--- config.mk ---
export PLATFORM = sky130hd
export DESIGN_NAME = silu_grad_pwl_flat
export DESIGN_NICKNAME = d
export VERILOG_FILES = /design/src/rtl/silu_grad_pwl_if.sv /design/src/rtl/silu_grad_pwl.sv /design/src/flat_wrapper.sv
export SDC_FILE = /design/constraint.sdc
export NUM_CORES = 1
export LEC_CHECK = 0
export CAP_MARGIN = 20
export CORE_ASPECT_RATIO = 0.9
export CORE_MARGIN = 2
export CORE_UTILIZATION = 45
export DETAILED_ROUTE_END_ITERATION = 7
export PLACE_DENSITY = 0.67
export SLEW_MARGIN = 25
export SYNTH_ARGS = -nofsm -noshare
export SYNTH_HDL_FRONTEND = slang
export SYNTH_SLANG_ARGS = --single-unit
--- constraint.sdc ---
create_clock -name clk -period 14.3 [get_ports clk]
set_input_delay 2.145 -clock clk [delete_from_list [all_inputs] [get_ports clk]]
set_output_delay 2.145 -clock clk [all_outputs]
set_load 0.05 [all_outputs]
--- src/rtl/silu_grad_pwl_if.sv ---
// silu_grad_pwl_if: valid/ready beat bundle for the SiLU-gradient pipeline.
// master drives x/dy/in_valid and out_ready; slave is the pipeline itself.
interface silu_grad_pwl_if;
    logic        in_valid;
    logic        in_ready;
    logic [15:0] x;
    logic [15:0] dy;
    logic        out_valid;
    logic        out_ready;
    logic [15:0] dx;
    logic        dx_sat;

    modport master (
        output in_valid, x, dy, out_ready,
        input  in_ready, out_valid, dx, dx_sat
    );

    modport slave (
        input  in_valid, x, dy, out_ready,
        output in_ready, out_valid, dx, dx_sat
    );
endinterface

--- src/rtl/silu_grad_pwl.sv ---
// silu_grad_pwl: 3-stage pipeline computing dx = dy * silu'(x) in Q6.9.
// Define SILU_GRAD_ROUND_EN for round-half-up; otherwise the result is floored.
module silu_grad_pwl (
    input  logic           clk,
    input  logic           rst_n,
    silu_grad_pwl_if.slave bus
);
    logic               r_v1;
    logic               r_v2;
    logic               r_v3;
    logic signed [15:0] r_d1;
    logic signed [15:0] r_dy1;
    logic signed [31:0] r_p2;
    logic        [15:0] r_dx;
    logic               r_sat;

    logic               w_ld1;
    logic               w_ld2;
    logic               w_ld3;
    logic signed [15:0] w_x;
    logic signed [15:0] w_d;
    logic signed [31:0] w_prod;
    logic signed [31:0] w_adj;
    logic signed [31:0] w_sh;
    logic        [15:0] w_dx;
    logic               w_sat;

    // Bubble-collapsing load chain: a stage loads when empty or draining.
    assign w_ld3 = !r_v3 || bus.out_ready;
    assign w_ld2 = !r_v2 || w_ld3;
    assign w_ld1 = !r_v1 || w_ld2;

    assign bus.in_ready  = rst_n & w_ld1;
    assign bus.out_valid = r_v3;
    assign bus.dx        = r_dx;
    assign bus.dx_sat    = r_sat;

    assign w_x = $signed(bus.x);

    always_comb begin
        w_d = 16'sh0000;
        if (w_x >= 16'sh1000)      w_d = 16'sh0200;
        else if (w_x >= 16'sh0A00) w_d = 16'sh0208;
        else if (w_x >= 16'sh0600) w_d = 16'sh0220;
        else if (w_x >= 16'sh0380) w_d = 16'sh0230;
        else if (w_x >= 16'sh0200) w_d = 16'sh0200;
        else if (w_x >= 16'sh0100) w_d = 16'sh01B0;
        else if (w_x >= 16'sh0000) w_d = 16'sh0140;
        else if (w_x >= 16'shFF00) w_d = 16'sh00C0;
        else if (w_x >= 16'shFE00) w_d = 16'sh0050;
        else if (w_x >= 16'shFC80) w_d = 16'shFFF0;
        else if (w_x >= 16'shFA00) w_d = 16'shFFD0;
        else if (w_x >= 16'shF600) w_d = 16'shFFE0;
        else if (w_x >= 16'shF000) w_d = 16'shFFF8;
    end

    assign w_prod = 32'(r_dy1) * 32'(r_d1);

`ifdef SILU_GRAD_ROUND_EN
    assign w_adj = r_p2 + 32'sd256;
`else
    assign w_adj = r_p2;
`endif

    assign w_sh = w_adj >>> 9;

    always_comb begin
        w_dx  = w_sh[15:0];
        w_sat = 1'b0;
        if (w_sh > 32'sd32767) begin
            w_dx  = 16'h7FFF;
            w_sat = 1'b1;
        end else if (w_sh < -32'sd32768) begin
            w_dx  = 16'h8000;
            w_sat = 1'b1;
        end
    end

    always_ff @(posedge clk or negedge rst_n) begin
        if (!rst_n) begin
            r_v1  <= 1'b0;
            r_v2  <= 1'b0;
            r_v3  <= 1'b0;
            r_d1  <= '0;
            r_dy1 <= '0;
            r_p2  <= '0;
            r_dx  <= '0;
            r_sat <= 1'b0;
        end else begin
            if (w_ld1) begin
                r_v1 <= bus.in_valid;
                if (bus.in_valid) begin
                    r_d1  <= w_d;
                    r_dy1 <= $signed(bus.dy);
                end
            end
            if (w_ld2) begin
                r_v2 <= r_v1;
                if (r_v1) r_p2 <= w_prod;
            end
            if (w_ld3) begin
                r_v3 <= r_v2;
                if (r_v2) begin
                    r_dx  <= w_dx;
                    r_sat <= w_sat;
                end
            end
        end
    end
endmodule

--- src/flat_wrapper.sv ---
// flat-port wrapper written by rule: the top's interface ports become plain ports
module silu_grad_pwl_flat 
  (clk, rst_n, bus_in_valid, bus_x, bus_dy, bus_out_ready, bus_in_ready, bus_out_valid, bus_dx, bus_dx_sat);
  silu_grad_pwl_if bus_i ();
  input  logic clk;
  input  logic rst_n;
  input wire logic [$bits(bus_i.in_valid)-1:0] bus_in_valid;
  input wire logic [$bits(bus_i.x)-1:0] bus_x;
  input wire logic [$bits(bus_i.dy)-1:0] bus_dy;
  input wire logic [$bits(bus_i.out_ready)-1:0] bus_out_ready;
  output wire logic [$bits(bus_i.in_ready)-1:0] bus_in_ready;
  output wire logic [$bits(bus_i.out_valid)-1:0] bus_out_valid;
  output wire logic [$bits(bus_i.dx)-1:0] bus_dx;
  output wire logic [$bits(bus_i.dx_sat)-1:0] bus_dx_sat;
  assign bus_i.in_valid = bus_in_valid;
  assign bus_i.x = bus_x;
  assign bus_i.dy = bus_dy;
  assign bus_i.out_ready = bus_out_ready;
  assign bus_in_ready = bus_i.in_ready;
  assign bus_out_valid = bus_i.out_valid;
  assign bus_dx = bus_i.dx;
  assign bus_dx_sat = bus_i.dx_sat;
  silu_grad_pwl u_core (.clk(clk), .rst_n(rst_n), .bus(bus_i));
endmodule
# ---- After elaboration in Yosys (flattened, before gate mapping)
# Index checks and enable logic that the tools add are counted.
dict set report totals {
  register_bits 84
  inputBits 36
  output_inout_bits 19
  wordCells 51
}
dict set report op_classes {
  multipliers 1
  n_lt_le_gt_ge 15
  n_mux 17
  bitwise_logic 1
  reduce_logical 9
}
# cell count
set ops {}
lappend ops {{two-way mux 16 bit} 15}
lappend ops {{greater-or-equal comparator 16 x 11 -> 1 bit (second input constant)} 3}
lappend ops {{greater-or-equal comparator 16 x 13 -> 1 bit (second input constant)} 3}
lappend ops {{greater-or-equal comparator 16 x 10 -> 1 bit (second input constant)} 2}
lappend ops {{greater-or-equal comparator 16 x 12 -> 1 bit (second input constant)} 2}
lappend ops {{multiplier 16 x 16 -> 32 bit} 1}
lappend ops {{> comparator 23 x 16 -> 1 bit (second input constant)} 1}
lappend ops {{< comparator 23 x 16 -> 1 bit (second input constant)} 1}
lappend ops {{greater-or-equal comparator 16 x 1 -> 1 bit (second input constant)} 1}
lappend ops {{greater-or-equal comparator 16 x 14 -> 1 bit (second input constant)} 1}
lappend ops {{greater-or-equal comparator 16 x 9 -> 1 bit (second input constant)} 1}
lappend ops {{AND reduction 2 bit} 3}
lappend ops {{zero test 1 bit} 3}
lappend ops {{logical OR 1 bit} 3}
lappend ops {{two-way mux 1 bit} 2}
lappend ops {{bitwise AND 1 bit} 1}

# ---- Depth between registers and ports, before layout
# Gate-level depths: netlist of run 1.
dict set report logic_depth {
  depth_word 14
  depth_mapped 24
  depth_no_buf 22
}

# ---- Worst setup path before layout of run 1
# Ideal clock, no wire load.
dict set report synth_path {
  path_type {register to register}
  from {reg u_core.r_dy1[15]}
  to {reg u_core.r_p2[29]}
  setup_ps 130
  arrival_time_ps 5728
  t_required_ps 14170
  path_slack_ps 8442
  stages_incl_launch_ff 19
  path_buffers 1
  period_less_slack_ps 5858
  path_cell_list {dfrtp_1 > clkbuf_1 > and2_1 > fa_1 > inv_1 > fa_1 > inv_1 > fa_1 > fa_1 > fa_1 > ha_1 > ha_1 > a21oi_1 > o21ai_1 > a221o_1 > a21o_1 > a221oi_2 > xor2_1 > o21ai_1}
}
dict set report synth_via {
  elab_chain_len 1
}
# element line_no
set synth_rtl {}
lappend synth_rtl {{start, declared} silu_grad_pwl.sv:12} ;# logic signed [15:0] r_dy1;
lappend synth_rtl {{start signal, assigned} silu_grad_pwl.sv:94} ;# r_dy1 <= $signed(bus.dy);
lappend synth_rtl {{multiplier 16 x 16 -> 32 bit} silu_grad_pwl.sv:57} ;# assign w_prod = 32'(r_dy1) * 32'(r_d1);
lappend synth_rtl {{end signal, assigned} silu_grad_pwl.sv:99} ;# if (r_v1) r_p2 <= w_prod;
lappend synth_rtl {{end, declared} silu_grad_pwl.sv:13} ;# logic signed [31:0] r_p2;
# Every way passes these cells.
# A chain may end at the register's enable or synchronous reset.

# ---- Final worst setup path of run 1
dict set report layout_path {
  from {reg u_core.r_d1[6]}
  to {reg u_core.r_p2[29]}
}
dict set report layout_via {
  elab_chain_len 1
}
# element line_no
set layout_rtl {}
lappend layout_rtl {{start, declared} silu_grad_pwl.sv:11} ;# logic signed [15:0] r_d1;
lappend layout_rtl {{start signal, assigned} silu_grad_pwl.sv:93} ;# r_d1 <= w_d;
lappend layout_rtl {{multiplier 16 x 16 -> 32 bit} silu_grad_pwl.sv:57}
# Every way passes these cells.

==> flow_summary_export.csv, run 1 <==
group,metric,value,unit
setup_path,arrival,6.56,ns
synth,synth_edf_count,0,
cts,htreeDepth,3,
cts,postCtsSetupBuffers,0,
pwr,leakage,5.476,nW
synth,synth_top_flop_cell,"dfrtp_1",
timing,max_freq,157.6,MHz
place,place_area,10580,sq um
setup_path,required,14.52,ns
layout,instances_no_fill,1362,
global_routing,grt-ovfl-total,0,
status,outcome,"completed",
min_path,hold_class,"reg2reg",
timing,setup_viol,0,
die,dieArea,23150,sq um
die,core,21570,sq um
synth,async_flop_share,100.0,%
pwr,p_per_area,154.4,nW/um^2
pwr,clkPwrFrac,15.2,%
routing,drt_iter0_drc,327,
synth,netlist_area,9876,sq um
global_routing,grt_pass1_vias,7071,
layout,syn_to_final_growth,10.44,%
synth,synthDistinctLibCells,59,
timing,hold_violations,0,
routing,post_drt_wl_per_cell,14.47,um
timing,tightestPinTransition,0.8578,ns
setup_path,crit_buf_inv,2,
timing,fin_crit_sh,44.36,%
pwr,pwr-share-seq,19.4,%
routing,postRouteWirelength,19710,um
synth,ys_ff_latch,67,
timing,finClkSkew,0.01065,ns
layout,final_nets,1352,
timing,slew-limit-headroom,42.82,%
global_routing,antenna_found_initial,0,
pwr,peakVddDrop,0.06775,mV
routing,vias,6928,
routing,drc,0,
die,rows,51,
synth,syn_inst,1047,
cts,cts_root_buffer,"clkbuf_16",
setup_path,worstSetupStartpointType,"register",
synth,avgSynthCellArea,9.432,sq um
place,place_ws,7.945,ns
place,io_buffers,47,
layout,mostFrequentLayoutCell,"inv_1",
synth,synth_warnings,0,
timing,slew_violations,0,
setup_path,cp_slowest_cell,"fa_1",
setup_path,crit_family,"adder cells",
synth,yosysSeqAreaShare,16.98,%
place,gp_congestion,0.8040,
layout,antenna_cells,0,
layout,layout-drive-gt1-share,5.509,%
global_routing,track_usage,18.71,%
setup_path,path_cells,"and2_1 -> fa_1 -> inv_1 -> fa_1 -> inv_1 -> fa_1 -> fa_1 -> fa_1 -> ha_1 -> ha_1 -> a21oi_1 -> o21ai_1 -> a221o_1 -> a21o_1 -> a221oi_2 -> xor2_1 -> o21ai_1",
layout,fillers,2066,
cts,cts_made_buffers,9,
die,io_pins,55,
die,die_w,160.2,um
setup_path,slowest_delay,0.82,ns
timing,setup_tns,0,ns
pwr,comb_power_share,65.5,%
setup_path,path_class,"reg2reg",
place,dpl.hpwl,16000,um
pwr,total_power,1.684,mW
routing,firstDrtPassIters,5,
die,start_util,45.79,%
cts,path_clk_slew,0.06,ns
cts,cts_hold_buf,0,
setup_path,crit_fanout,17,
global_routing,grt_first_pass_wirelength,34670,um
layout,layout_common_cells,"187 x inv_1, 177 x fa_1, 136 x nand2_1",
pwr,switchingPower,0.8203,mW
timing,rsz0062_at_grt,"no",
global_routing,grt_max_degree,66,
cts,cts.sink_count,67,
die,die_y,144.5,um
setup_path,cp-end-kind,"register",
layout,final_area,10910,sq um
routing,final_antenna_net_count,0,
run,cap_viol_max_count,0,
timing,fin_ws,7.956,ns
routing,avgViaCountPerCell,5.087,
cts,clockBufferDepth,2,
setup_path,cp_common_cell,"fa_1",
synth,syn_nets,1333,
cts,cts_resized,0,
timing,timing.final.crit_period,6.344,ns
pwr,p_int,0.8635,mW
cts,cts_tree,"built",
place,dp_cells,1346,
pwr,switching_share,48.71,%
cts,clk_latency,0.35,ns
## worst reg2reg max path, delay by kind of cell, from the launching register on
| kind | cells | cell delay (ns) |
|---|---|---|
| simple gates | 1 | 0.25 |
| buf+inv | 2 | 0.33 |
| compound gates | 6 | 1.23 |
| xor+xnor | 1 | 0.21 |
| fa+ha+maj | 7 | 3.64 |
| flops | 1 | 0.56 |
## final cells by class
cell class | instances | area [sq um] | area share (%)
well taps | 291 | 364.1 | 3.338
clock buffers | 9 | 225.2 | 2.065
flip-flops and latches | 67 | 1677 | 15.37
repair buffers | 52 | 503.0 | 4.612
inverters | 187 | 701.9 | 6.436
clock inverters | 7 | 105.1 | 0.9636
multi-input cells | 749 | 7331 | 67.21
## per-stage QoR
step           hold WS (ns)  util, %
6_report             0.4772    50.57
5_1_grt              0.5063    50.57
4_1_cts              0.4837    50.57
3_5_place_dp         0.4692    49.04
3_3_place_gp         0.4657    49.04
2_1_floorplan        0.4492        -
## path summary, 6_finish.rpt
path,from,slack [ns],cells past startpoint,to
worst max-delay path,u_core.r_d1[6],7.96,17,u_core.r_p2[29]
worst min-delay path,u_core.bus.dx[2],0.48,2,u_core.bus.dx[2]
worst max register to register,u_core.r_d1[6],7.96,17,u_core.r_p2[29]
worst min register to register,u_core.bus.dx[2],0.48,2,u_core.bus.dx[2]
max in group asynchronous,rst_n,11.61,2,u_core.r_dy1[1]
min in group asynchronous,rst_n,1.60,1,u_core.bus.dx[1]
## routing by layer
metal,wire [um],vias to the layer above,global-route usage (%)
met1,8756,3522,25.10
met3,513,16,2.065
met4,301,0,4.694
li1,-,3299,-
met2,10140,91,32.81
met5,0,-,0
## cell usage after synthesis (2+ instances only)
master,n,area [sq um]
maj3_1,2,20.02
o211ai_1,3,22.52
fa_1,177,3543
o21a_1,2,15.01
nand4_1,6,37.54
o21ai_1,16,80.08
dfrtp_1,67,1677
nand2b_1,9,56.30
a21o_1,7,52.55
or3_1,2,12.51
nand3_1,8,40.04
xnor2_1,22,192.7
nor2b_1,2,12.51
a31o_2,2,17.52
a31oi_1,7,43.79
and2_1,64,400.4
xor2_1,14,122.6
nand2_1,136,510.5
o21ai_0,44,220.2
ha_1,73,913.4
inv_1,187,701.9
nor4_1,2,12.51
o21bai_1,2,15.01
clkbuf_1,42,157.7
nor3b_1,2,15.01
nor2_1,52,195.2
nor3_1,6,30.03
o31ai_1,5,37.54
a2111oi_2,2,30.03
a211oi_1,3,22.52
a21oi_1,32,160.2
mux2_2,19,214.0
and3_1,3,18.77
or4_1,2,15.01
## registers in the layout (all words and copies together) (netlist names)
name and count:
u_core.r_v1 1, u_core.r_dy1 16, u_core.r_p2 23, u_core.bus.out_valid 1
u_core.bus.dx_sat 1, u_core.bus.dx 16, u_core.r_v2 1, u_core.r_d1 8
## power groups by stage
stage	Clock [mW]	Sequential, mW	Combinational [mW]
floorplan	0	0.373	0.802
global placement	0	0.327	1.10
detailed placement	0	0.330	1.11
CTS	0.262	0.326	1.13
global route	0.269	0.337	1.26
finish	0.255	0.326	1.10
## cell families (layout without fill, tap and decap cells)
| logic type | Yosys count | count (layout) | synth area share [%] |
|---|---|---|---|
| AO/OA/AOI/OAI | 143 | 143 | 9.350 |
| adder cells (fa/ha/maj) | 252 | 252 | 45.33 |
| XOR/XNOR | 36 | 36 | 3.193 |
| AND/OR/NAND/NOR | 299 | 299 | 14.19 |
| flip-flops | 67 | 67 | 16.98 |
| multiplexers | 19 | 19 | 2.167 |
| buffers and inverters | 231 | 255 | 8.792 |
Note: power is estimated with default switching activity, not from simulation.
==> run 2, diff against run 1 <==
- PLACE_DENSITY: 0.67 -> 0.69
- clock period: 14.3 -> 5.2 ns (I/O delays scaled with it)
==> flow_summary_export.csv, run 2 (synthesized netlist as in run 1, its figures left out) <==
group,metric,value,unit
status,outcome,"finished with violations",
status,violations,"setup timing",
global_routing,grt-ovfl-total,0,
routing,firstDrtPassIters,4,
place,dpl.hpwl,18840,um
timing,fin_crit_sh,105.6,%
setup_path,cp_slowest_cell,"fa_1",
setup_path,slowest_delay,0.55,ns
die,die_y,144.5,um
cts,cts.sink_count,67,
pwr,pwr-share-seq,13.5,%
timing,tightestPinTransition,0.9172,ns
cts,path_clk_slew,0.06,ns
place,place_ws,-0.3518,ns
cts,htreeDepth,3,
layout,regMostFlops,"u_core.r_p2",
timing,finClkSkew,0.008118,ns
layout,largest_reg_flops,23,
place,io_buffers,47,
routing,drc,0,
die,core,21570,sq um
layout,mostFrequentLayoutCell,"inv_1",
timing,max_freq,182.1,MHz
layout,final_nets,1509,
global_routing,antenna_found_initial,0,
global_routing,grt_pass1_vias,8605,
pwr,switching_share,44.87,%
layout,fillers,1833,
layout,antenna_cells,0,
cts,cts_root_buffer,"clkbuf_16",
cts,clockBufferDepth,2,
routing,final_antenna_net_count,0,
cts,cts_made_buffers,9,
min_path,hold_class,"reg2reg",
setup_path,crit_fanout,7,
die,rows,51,
place,dp_cells,1480,
timing,rsz0062_at_grt,"yes",
pwr,peakVddDrop,0.3324,mV
timing,fin_ws,-0.2915,ns
place,gp_congestion,0.8571,
setup_path,path_class,"reg2reg",
global_routing,track_usage,22.77,%
timing,slew_violations,0,
pwr,p_int,3.463,mW
layout,utilization,60.96,%
setup_path,arrival,5.77,ns
cts,cts_tree,"built",
global_routing,grt_first_pass_wirelength,41650,um
timing,whs,0.4827,ns
cts,clk_latency,0.35,ns
pwr,comb_power_share,75.5,%
global_routing,grt_max_degree,68,
pwr,p_per_area,477.7,nW/um^2
setup_path,path_cells,"buf_6 -> and2_4 -> fa_1 -> inv_2 -> fa_1 -> inv_2 -> fa_1 -> fa_1 -> fa_1 -> ha_4 -> ha_4 -> nand2_4 -> o21bai_4 -> a31oi_4 -> a311o_4 -> a2111oi_4 -> or4_1 -> nand3_1",
pwr,clkPwrFrac,10.9,%
setup_path,cp_common_cell,"fa_1",
routing,vias,7601,
timing,hold_violations,0,
routing,postRouteWirelength,23740,um
cts,cts_hold_buf,0,
timing,setup_viol,15,
die,start_util,45.79,%
setup_path,worstSetupStartpointType,"register",
routing,drt_iter0_drc,342,
routing,avgViaCountPerCell,5.004,
layout,layout_common_cells,"170 x inv_1, 165 x fa_1, 140 x buf_4",
layout,layout-drive-gt1-share,28.83,%
run,cap_viol_max_count,0,
setup_path,crit_buf_inv,3,
timing,timing.final.crit_period,5.491,ns
pwr,leakage,6.338,nW
layout,instances_no_fill,1519,
die,io_pins,55,
die,die_w,160.2,um
layout,syn_to_final_growth,33.14,%
setup_path,crit_family,"adder cells",
routing,post_drt_wl_per_cell,15.63,um
pwr,switchingPower,2.819,mW
die,dieArea,23150,sq um
setup_path,required,5.47,ns
timing,slew-limit-headroom,38.85,%
setup_path,cp-end-kind,"register",
## run 2: layer usage
| layer | up-vias | part of all wire [%] | GRT usage, % |
|---|---|---|---|
| met5 | - | 0 | 0 |
| met4 | 0 | 2.7 | 7.634 |
| met3 | 39 | 2.3 | 2.151 |
| met2 | 137 | 51 | 40.97 |
| met1 | 3807 | 44 | 29.17 |
| li1 | 3618 | - | - |
## run 2: cell type report
class | count | area, sq um | area share (%)
Tap cell | 291 | 364.1 | 2.769
Inverter | 187 | 704.4 | 5.357
Timing Repair Buffer | 209 | 1861 | 14.15
Sequential cell | 67 | 1695 | 12.89
Clock inverter | 6 | 87.58 | 0.6661
Clock buffer | 10 | 239.0 | 1.817
Multi-Input combinational cell | 749 | 8198 | 62.35
## run 2: stage by stage
stage               TNS, ns  area, sq um  power [mW]
floorplan           -0.1987        10550       3.843
global placement     -2.541        12230       5.089
detailed placement   -3.409        12230       5.178
CTS                  -1.926        13000       6.206
global route         -5.752        13150       6.851
finish               -2.457        13150       6.282
## run 2: path summary, 6_finish.rpt
check	from	endpoint	slack, ns	depth (start not counted)
hold / removal	u_core.bus.dx[9]	u_core.bus.dx[9]	0.48	2
setup reg to reg	u_core.r_d1[6]	u_core.r_p2[30]	-0.29	18
setup / recovery	u_core.r_d1[6]	u_core.r_p2[30]	-0.29	18
hold reg to reg	u_core.bus.dx[9]	u_core.bus.dx[9]	0.48	2
max in group asynchronous	rst_n	u_core.r_dy1[7]	3.80	2
min in group asynchronous	rst_n	u_core.bus.dx[1]	0.71	2
## run 2: what timing repair did
action                                  CTS  global route
endpoints found under the setup margin   17            17
pin swaps                                53            27
setup buffers                            21             2
gates resized for setup                  81            30
## run 2: worst reg2reg max path: cells and delay by family (launching register included)
| kind | cells | cell delay (ns) |
|---|---|---|
| fa+ha+maj | 7 | 3.10 |
| simple gates | 4 | 0.83 |
| compound gates | 4 | 0.79 |
| flops | 1 | 0.48 |
| buf+inv | 3 | 0.25 |
## run 2: power groups by stage
| stage | clock (mW) | sequential, mW | combinational (mW) |
|---|---|---|---|
| floorplan | 0 | 1.03 | 2.82 |
| detailed placement | 0 | 0.855 | 4.32 |
| CTS | 0.704 | 0.846 | 4.66 |
| global placement | 0 | 0.851 | 4.24 |
| finish | 0.686 | 0.851 | 4.74 |
| global route | 0.725 | 0.875 | 5.25 |
==> run 3, diff against run 2 <==
- CORE_ASPECT_RATIO: 0.9 -> not set
==> flow_summary_export.csv, run 3 (synthesized netlist as in run 1, its figures left out) <==
group,metric,value,unit
layout,utilization,61.28,%
timing,fin_ws,-0.3066,ns
layout,regMostFlops,"u_core.r_p2",
die,core,21690,sq um
place,place_ws,-0.4318,ns
die,rows,54,
global_routing,track_usage,22.89,%
global_routing,antenna_found_initial,0,
layout,layout_common_cells,"166 x buf_4, 165 x inv_1, 163 x fa_1",
place,dpl.hpwl,19430,um
setup_path,r2r-start,"u_core.r_dy1[15]",
setup_path,rr_endpoint,"u_core.r_p2[29]",
timing,rsz0062_at_grt,"yes",
cts,cts_root_buffer,"clkbuf_16",
timing,tightestPinTransition,1.025,ns
timing,hold_violations,0,
run,cap_viol_max_count,0,
layout,final_nets,1533,
global_routing,grt_pass1_vias,8757,
routing,post_drt_wl_per_cell,16.32,um
cts,clockBufferDepth,2,
setup_path,path_class,"reg2reg",
die,die_w,152.1,um
global_routing,grt_first_pass_wirelength,42310,um
timing,timing.final.crit_period,5.507,ns
routing,avgViaCountPerCell,5.158,
layout,layout-drive-gt1-share,30.67,%
timing,slew-limit-headroom,31.49,%
cts,cts.sink_count,67,
routing,drc,0,
layout,largest_reg_flops,23,
setup_path,cp-end-kind,"register",
global_routing,grt_max_degree,52,
pwr,total_power,6.394,mW
timing,slew_violations,0,
cts,clk_latency,0.35,ns
setup_path,reg2reg_slack,-0.31,ns
timing,max_freq,181.6,MHz
timing,setup_viol,17,
timing,finClkSkew,0.01619,ns
min_path,hold_class,"in2async",
routing,firstDrtPassIters,5,
setup_path,required,5.42,ns
layout,mostFrequentLayoutCell,"buf_4",
pwr,peakVddDrop,0.3389,mV
global_routing,grt-ovfl-total,0,
routing,final_antenna_net_count,0,
cts,htreeDepth,3,
cts,cts_made_buffers,9,
setup_path,reg2reg_depth,18,
cts,cts_tree,"built",
pwr,p_per_area,481.0,nW/um^2
pwr,leakage,6.430,nW
status,outcome,"finished with violations",
layout,antenna_cells,0,
place,io_buffers,47,
routing,postRouteWirelength,25010,um
setup_path,arrival,5.73,ns
layout,syn_to_final_growth,34.59,%
timing,fin_crit_sh,105.9,%
routing,drt_iter0_drc,409,
setup_path,worstSetupStartpointType,"register",
die,start_util,45.53,%
die,dieArea,23150,sq um
die,die_y,152.1,um
place,gp_congestion,0.8832,
status,violations,"setup timing",
setup_path,crit_fanout,6,
cts,path_clk_slew,0.07,ns
die,io_pins,55,
routing,vias,7902,
run 3: cell types whose count changed in the layout (fill, tap and decap cells not counted), moves of 5 or more:
cell	change
o21ai_2	+5
inv_2	+5
buf_4	+26
inv_1	-5
dfrtp_1	+8
dfrtp_2	-8
run 3: worst max path at each step:
stage / from / end
6_report: u_core.r_dy1[15] / u_core.r_p2[29]
5_1_grt: u_core.r_d1[6] / u_core.r_p2[29]
4_1_cts: u_core.r_d1[5] / u_core.r_p2[30]
3_5_place_dp: u_core.r_d1[5] / u_core.r_p2[30]
3_3_place_gp: u_core.r_d1[5] / u_core.r_p2[30]
2_1_floorplan: u_core.r_d1[6] / u_core.r_p2[31]
run 3: worst max-delay path: stages (launching register included):
cell	delay (ns)
dfrtp_2	0.46
and2_4	0.20
fa_2	0.60
inv_2	0.05
fa_2	0.68
buf_6	0.13
inv_4	0.04
fa_1	0.49
fa_1	0.44
fa_1	0.57
ha_4	0.22
ha_4	0.23
a21oi_4	0.14
o21ai_2	0.09
a221o_1	0.31
a21o_1	0.17
a221oi_2	0.28
xor2_1	0.19
o21ai_1	0.07
run 3: power breakdown:
part	switching, mW	internal [mW]
combinational	2.49	2.38
clock	0.289	0.381
sequential	0.144	0.704
total	2.92	3.47
run 3: per-stage QoR:
step	TNS, ns	cell area (sq um)	std cells	hold slack (ns)
2_1_floorplan	-0.1987	10550	1047	0.4492
4_1_cts	-2.687	13000	1526	0.4198
3_3_place_gp	-3.337	12290	1486	0.4691
5_1_grt	-5.564	13290	1532	0.4336
6_report	-2.580	13290	1532	0.4078
3_5_place_dp	-4.465	12300	1486	0.4749
run 3: routing by layer:
layer / vias to the layer above / routed length [um] / global-route usage (%)
li1: 3674 / - / -
met1: 3998 / 9921 / 26.96
met2: 167 / 13320 / 42.41
met3: 63 / 736 / 2.474
met4: 0 / 1025 / 9.613
met5: - / 0 / 0
run 3: cell type report:
cell class              instances  area, sq um
inverters                     187        704.4
well taps                     280        350.3
repair buffers                233         1986
flip-flops and latches         67         1685
multi-input cells             749         8257
fillers                      1731         8397
clock inverters                 7        83.83
clock buffers                   9        225.2
run 3: timing repair:
action | CTS | global route
hold buffers | 0 | 0
pin swaps | 35 | 52
hold endpoints to repair | 0 | 0
setup buffers | 25 | 11
gates resized for setup | 62 | 58
endpoints found under the setup margin | 17 | 17
